**src/rtl/ysyx_22040088_lsu_ctrl.sv**
```systemverilog
// Load/store sequencer: checks alignment, lane-shifts stores, runs the 64-bit
// data-bus handshake and extends load data returned by the bus.
module ysyx_22040088_lsu_ctrl #(
  parameter int unsigned ADDR_W = 32,
  parameter int unsigned XLEN   = 64
) (
  input  logic              clk,
  input  logic              rst_n,
  input  logic              req_valid,
  output logic              req_ready,
  input  logic              req_wen,
  input  logic [3:0]        req_mask,
  input  logic [1:0]        req_sel_memdata,
  input  logic [ADDR_W-1:0] req_addr,
  input  logic [XLEN-1:0]   req_wdata,
  input  logic [4:0]        req_rd,
  output logic              busy,
  output logic              resp_valid,
  output logic [XLEN-1:0]   resp_rdata,
  output logic [4:0]        resp_rd,
  output logic              resp_err,
  output logic              bus_req_valid,
  input  logic              bus_req_ready,
  output logic              bus_req_wen,
  output logic [ADDR_W-1:0] bus_req_addr,
  output logic [7:0]        bus_req_wstrb,
  output logic [XLEN-1:0]   bus_req_wdata,
  input  logic              bus_resp_valid,
  input  logic [XLEN-1:0]   bus_resp_rdata
);

  localparam int unsigned EXT_W = XLEN - 32;

  localparam logic [1:0] S_IDLE = 2'd0;
  localparam logic [1:0] S_REQ  = 2'd1;
  localparam logic [1:0] S_WAIT = 2'd2;
  localparam logic [1:0] S_RESP = 2'd3;

  logic [1:0]      state;
  logic [1:0]      state_n;
  logic            accept;
  logic            legal;
  logic [7:0]      strb_n;
  logic [XLEN-1:0] wdata_n;
  logic [3:0]      mask_q;
  logic [1:0]      sel_q;
  logic [2:0]      off_q;
  logic [4:0]      rd_q;
  logic            zext;
  logic [XLEN-1:0] shifted;
  logic [XLEN-1:0] load_data;

  assign accept = req_valid & req_ready;

  // Size/alignment legality of the incoming op; non-one-hot masks are illegal.
  always_comb begin
    legal = 1'b0;
    case (req_mask)
      4'b0001: legal = (req_addr[2:0] == 3'b000);
      4'b0010: legal = (req_addr[1:0] == 2'b00);
      4'b0100: legal = ~req_addr[0];
      4'b1000: legal = 1'b1;
      default: legal = 1'b0;
    endcase
  end

  always_comb begin
    strb_n = 8'h00;
    case (req_mask)
      4'b0001: strb_n = 8'hFF;
      4'b0010: strb_n = 8'h0F << req_addr[2:0];
      4'b0100: strb_n = 8'h03 << req_addr[2:0];
      4'b1000: strb_n = 8'h01 << req_addr[2:0];
      default: strb_n = 8'h00;
    endcase
    if (!req_wen) strb_n = 8'h00;
  end

  assign wdata_n = req_wdata << {req_addr[2:0], 3'b000};

  // Load extraction: bring the addressed lane down, then size and extend it.
  assign shifted = bus_resp_rdata >> {off_q, 3'b000};

  always_comb begin
    zext = 1'b0;
    case (sel_q)
      2'b10, 2'b11: zext = 1'b1;
      default:      zext = 1'b0;
    endcase
  end

  always_comb begin
    load_data = shifted;
    case (mask_q)
      4'b0010: load_data = zext ? {{EXT_W{1'b0}}, shifted[31:0]}
                                : {{EXT_W{shifted[31]}}, shifted[31:0]};
      4'b0100: load_data = zext ? {{(XLEN-16){1'b0}}, shifted[15:0]}
                                : {{(XLEN-16){shifted[15]}}, shifted[15:0]};
      4'b1000: load_data = zext ? {{(XLEN-8){1'b0}}, shifted[7:0]}
                                : {{(XLEN-8){shifted[7]}}, shifted[7:0]};
      default: load_data = shifted;
    endcase
  end

  always_ff @(posedge clk or negedge rst_n) begin
    if (!rst_n) state <= S_IDLE;
    else        state <= state_n;
  end

  always_comb begin
    state_n = state;
    case (state)
      S_IDLE:  if (accept) state_n = legal ? S_REQ : S_RESP;
      S_REQ:   if (bus_req_ready) state_n = S_WAIT;
      S_WAIT:  if (bus_resp_valid) state_n = S_RESP;
      S_RESP:  state_n = S_IDLE;
      default: state_n = S_IDLE;
    endcase
  end

  // Status flags are registered from the next state so they track the FSM exactly.
  always_ff @(posedge clk or negedge rst_n) begin
    if (!rst_n) begin
      req_ready     <= 1'b0;
      busy          <= 1'b0;
      bus_req_valid <= 1'b0;
      resp_valid    <= 1'b0;
    end else begin
      req_ready     <= (state_n == S_IDLE);
      busy          <= (state_n != S_IDLE);
      bus_req_valid <= (state_n == S_REQ);
      resp_valid    <= (state_n == S_RESP);
    end
  end

  // Op capture and bus payload; held stable for the whole transaction.
  always_ff @(posedge clk or negedge rst_n) begin
    if (!rst_n) begin
      mask_q        <= 4'h0;
      sel_q         <= 2'b00;
      off_q         <= 3'b000;
      rd_q          <= 5'd0;
      bus_req_wen   <= 1'b0;
      bus_req_addr  <= '0;
      bus_req_wstrb <= 8'h00;
      bus_req_wdata <= '0;
    end else if (accept) begin
      mask_q        <= req_mask;
      sel_q         <= req_sel_memdata;
      off_q         <= req_addr[2:0];
      rd_q          <= req_rd;
      bus_req_wen   <= req_wen;
      bus_req_addr  <= {req_addr[ADDR_W-1:3], 3'b000};
      bus_req_wstrb <= strb_n;
      bus_req_wdata <= wdata_n;
    end
  end

  // Response fields change only on entry to RESP and hold until the next one.
  always_ff @(posedge clk or negedge rst_n) begin
    if (!rst_n) begin
      resp_rdata <= '0;
      resp_rd    <= 5'd0;
      resp_err   <= 1'b0;
    end else if (state == S_IDLE && accept && !legal) begin
      resp_rdata <= '0;
      resp_rd    <= req_rd;
      resp_err   <= 1'b1;
    end else if (state == S_WAIT && bus_resp_valid) begin
      resp_rdata <= bus_req_wen ? '0 : load_data;
      resp_rd    <= rd_q;
      resp_err   <= 1'b0;
    end
  end

endmodule
```
**config.mk**
```make
export PLATFORM = sky130hd
export DESIGN_NAME = ysyx_22040088_lsu_ctrl
export DESIGN_NICKNAME = d
export VERILOG_FILES = /design/src/rtl/ysyx_22040088_lsu_ctrl.sv
export SDC_FILE = /design/constraint.sdc
export NUM_CORES = 1
export LEC_CHECK = 0
export ABC_CLOCK_PERIOD_IN_PS = 3000
export CORE_MARGIN = 8
export CORE_UTILIZATION = 25
export DETAILED_ROUTE_END_ITERATION = 10
export RECOVER_POWER = 50
export SLEW_MARGIN = 20
export SYNTH_ARGS = -nofsm -noshare
export SYNTH_HDL_FRONTEND = slang
export SYNTH_SLANG_ARGS = --single-unit
export TNS_END_PERCENT = 10
```
**constraint.sdc**
```tcl
create_clock -name clk -period 3 [get_ports clk]
set_input_delay 0.75 -clock clk [delete_from_list [all_inputs] [get_ports clk]]
set_output_delay 0.75 -clock clk [all_outputs]
set_load 0.01 [all_outputs]
```
==> impl.org, run 1 <==
** Yosys
- Total of warnings raised by yosys :: 0
- Ys flop type :: dfrtp_1
- Number of synthesized flops with an enable pin :: 0
- After synthesis the cells add up to between 10000 and 15000 um2.
- By count the netlist is led by nand2_1 (264), dfrtp_1 (191), o21ai_0 (121), mux2i_1 (97), a22o_1 (61).
- By area the synthesized netlist is led by dfrtp_1 (46%), nand2_1 (9.5%), mux2i_1 (9.3%).
- Counting flops and latches in the post-synthesis netlist gives 191.
- Post-Synthesis Mean Instance Area :: 9.49 um2
- Share of flip-flops with an asynchronous set or reset after synthesis :: 1.00
- Gate count after technology mapping :: ~1100
- Top-count cell post-synth :: nand2_1
- For this run, the register share of the synthesized area comes to 0.456.
- Of the post-synthesis cell area, the dominant cell type holds 0.456.
- Unique masters post-synth :: 55
- Leading area contributor after synthesis :: dfrtp_1

** Die
- During I/O placement, the number of pins put on the boundary was 356.
- The floorplan has 75 rows.
- The total area inside the core boundary comes to 41700 um2.
- Measured along the x axis, the die boundary spans approximately 220 um.
- Die outline area :: 48700 um2
- Die boundary height :: 221 um
- Starting utilization of the core area :: 0.251

** Final layout
- Total of fill cells in the finished design :: 4274
- In the final layout, the share of cells above drive strength 1 is 0.0922.
- The net count of the finished layout is 1618.
- Relative to the synthesized area, the layout overhead comes to 46.3%.
- After routing the design area is 15300 um2.

** Power
- Dividing total power by cell area gives a power density of 913 nW/um2.
- Reported leakage power :: 6.65 nW
- IR analysis of the VDD net gives a maximum drop of 0.430 mV.

** Timing
- Based on the critical path, the design can be clocked at up to 381 MHz.
- Dividing the final minimum period by the clock period gives 0.874.
- Count of final hold-check violations :: 0
- Final setup violation count :: 0
- The worst path needs 2.62 ns of the cycle, external delays included.
- Worst clock skew :: 0.0137 ns
- For the pin with the worst max-slew slack, the measured transition is about 1.9 ns.
- Slew headroom :: -0.249
- Setup repair after global routing left no endpoint under its margin.
- The count of pins over their slew limit came to 64.
- In the final timing run, aggregate negative setup slack is 0 ns.

** Worst setup path
- The worst setup path is launched from an input port.
- Signal arrival time at the worst endpoint :: roughly 3.0 ns
- WS Path Type :: in -> reg
- STA classifies the critical path endpoint as a flop.
- Crit path max-delay cell type :: clkbuf_1
- Sequence of cells on the critical path :: clkdlybuf4s50_1 > inv_1 > clkbuf_1 > mux2i_1 > o21ai_0
- In this design, the stage delay of the slowest critical-path cell is 1.07 ns.
- The setup check on the worst reg-to-reg path leaves a slack of 0.69 ns.
- Crit path buffers/inverters :: 3
- Required @ worst endpoint :: 3.33 ns
- Of all nets on the critical path, the largest fanout is 16.
- The cell family contributing the most delay on the critical path is buffers and inverters.

** Global route
- Via count of the first global-routing pass :: about 10000
- Global routing finished with a remaining overflow of 0.
- Global-route usage over all layers :: 0.185
- Entering global routing, the biggest net connects 132 pins.
- The first global-routing pass estimated 67.1 mm of wire.
- Initial antenna violation count :: 7

** Clocking
- In this run the clock root is driven by a clkbuf_16.
- For the worst-skew pair, the clock arrives at the later sink with an insertion delay of 0.47 ns.
- Clock sink count :: about 190
- Number of H-tree levels :: 4
- Number of post-CTS setup repair buffers :: 0
- The number of hold buffers added after CTS was 0.
- In this run the deepest clock path goes through 2 buffers.
- Total of cells resized after clock tree synthesis :: 0
- Clock-pin slew was measured on the worst setup and hold paths at 0.07 ns.
- TritonCTS buffer count :: 17
- CTS tree :: built

** Routing
- Antenna Violating Nets Remaining :: 0
- The first routing iteration left 620 violations.
- For this run, the detailed router's first-pass iteration total came to 5.
- Number of vias in the routed layout :: 10000
- Post-DR vias/cell :: 5.04
- For this run, design rule violations remaining after detail routing come to 0.
- Final routed wire length divided by cell count :: around 23 um
- Routed Wire Length :: roughly 45 mm

** Place
- During placement, the flow inserted port buffers numbering 351.
- Area of placed instances :: around 15000 um2
- Final GP Congestion :: about 0.88
- Detailed placer's ending HPWL :: 34.9 mm

** Job
- Reported max-cap violation count :: 1

** Status
- Failing checks :: capacitance limit, slew limit
- The flow ran to the end, but the final reports show violations.

** Hold path
- Type of the worst min-delay path :: reg -> reg
## layout by cell type, fill, tap and decap left out, types with 20 or more instances in the layout
cell / synthesis / final
a21oi_1: 34 / 34
a221o_1: 24 / 24
a22o_1: 61 / 61
buf_4: 6 / 43
clkdlybuf4s50_1: 0 / 346
dfrtp_1: 191 / 190
mux2_2: 21 / 20
mux2i_1: 97 / 97
nand2_1: 264 / 263
nor2_1: 38 / 38
o21ai_0: 121 / 121
## routing by layer
metal | wire (um) | track usage
met1 | 17700 | 0.209
met2 | 21600 | 0.310
met3 | 4750 | 0.0729
met4 | 1320 | 0.0720
met5 | 108 | 0
## report_power, final
group / switching, mW / total, mW / internal (mW)
Sequential: 0.790 / 4.43 / 3.64
Combinational: 3.75 / 7.37 / 3.62
Clock: 1.07 / 2.20 / 1.12
Total: 5.61 / 14.0 / 8.38
## registers in the layout, indices dropped and copies added, names as in the netlist, 2 cells and up
name           flops
state              2
bus_req_addr      29
rd_q               5
mask_q             4
bus_req_wdata     64
resp_rdata        64
off_q              3
bus_req_wstrb      8
resp_rd            5
## layout make-up
type | instances | area [um2] | area share
Multi-Input combinational cell | 811 | 5250 | 0.342
Sequential cell | 191 | 4780 | 0.312
Timing Repair Buffer | 413 | 4060 | 0.265
Tap cell | 539 | 674 | 0.0440
Clock buffer | 23 | 478 | 0.0312
Clock inverter | 8 | 57.6 | 0.00375
Inverter | 7 | 26.3 | 0.00171
Antenna cell | 1 | 2.50 | 0.000163
## tightest hold or removal path: cells and delay by family, from the launching register on
kind | cells | cell delay, ns
and+or+nand+nor | 2 | 0.10
DFF | 1 | 0.34
## metrics by stage
step	utilization	power, mW	cells	hold WS, ns	worst slack (ns)
4_1_cts	0.369	14.2	1992	0.297	0.616
5_1_grt	0.368	15.0	1992	0.495	0.333
6_report	0.368	14.0	1993	0.473	0.377
3_3_place_gp	0.356	11.9	1961	0.460	0.120
2_1_floorplan	-	8.06	1106	0.446	0.629
3_5_place_dp	0.356	11.9	1961	0.461	0.117
## cell families after synthesis
group                     synth area share
and+or+nand+nor                      0.140
AOI/OAI and AO/OA                    0.208
DFF                                  0.456
muxes                                0.147
buffers and inverters               0.0447
xor gates and xnor gates           0.00251
other                             0.000358
## path summary, 6_finish.rpt
path                                                 end  cells after the start                         start
max                        bus_req_wdata[48]$_DFFE_PN0P_                      5                   req_addr[2]
min                         bus_req_addr[19]$_DFFE_PN0P_                      2  bus_req_addr[19]$_DFFE_PN0P_
max reg2reg                   resp_rdata[62]$_DFFE_PN0P_                      7          off_q[0]$_DFFE_PN0P_
min reg2reg                 bus_req_addr[19]$_DFFE_PN0P_                      2  bus_req_addr[19]$_DFFE_PN0P_
max in group asynchronous    bus_req_addr[9]$_DFFE_PN0P_                      2                         rst_n
min in group asynchronous      resp_rdata[8]$_DFFE_PN0P_                      1                         rst_n
(Power assumes the default switching activity.)
==> inputs of run 2 (changes only) <==
--- a/config.mk
+++ b/config.mk
@@ -6,6 +6,7 @@
 export NUM_CORES = 1
 export LEC_CHECK = 0
 export ABC_CLOCK_PERIOD_IN_PS = 3000
+export CAP_MARGIN = 20
 export CORE_MARGIN = 8
 export CORE_UTILIZATION = 25
 export DETAILED_ROUTE_END_ITERATION = 10
==> results of run 2 <==
The final DEF is identical to that of run 1; final timing and power are the same.
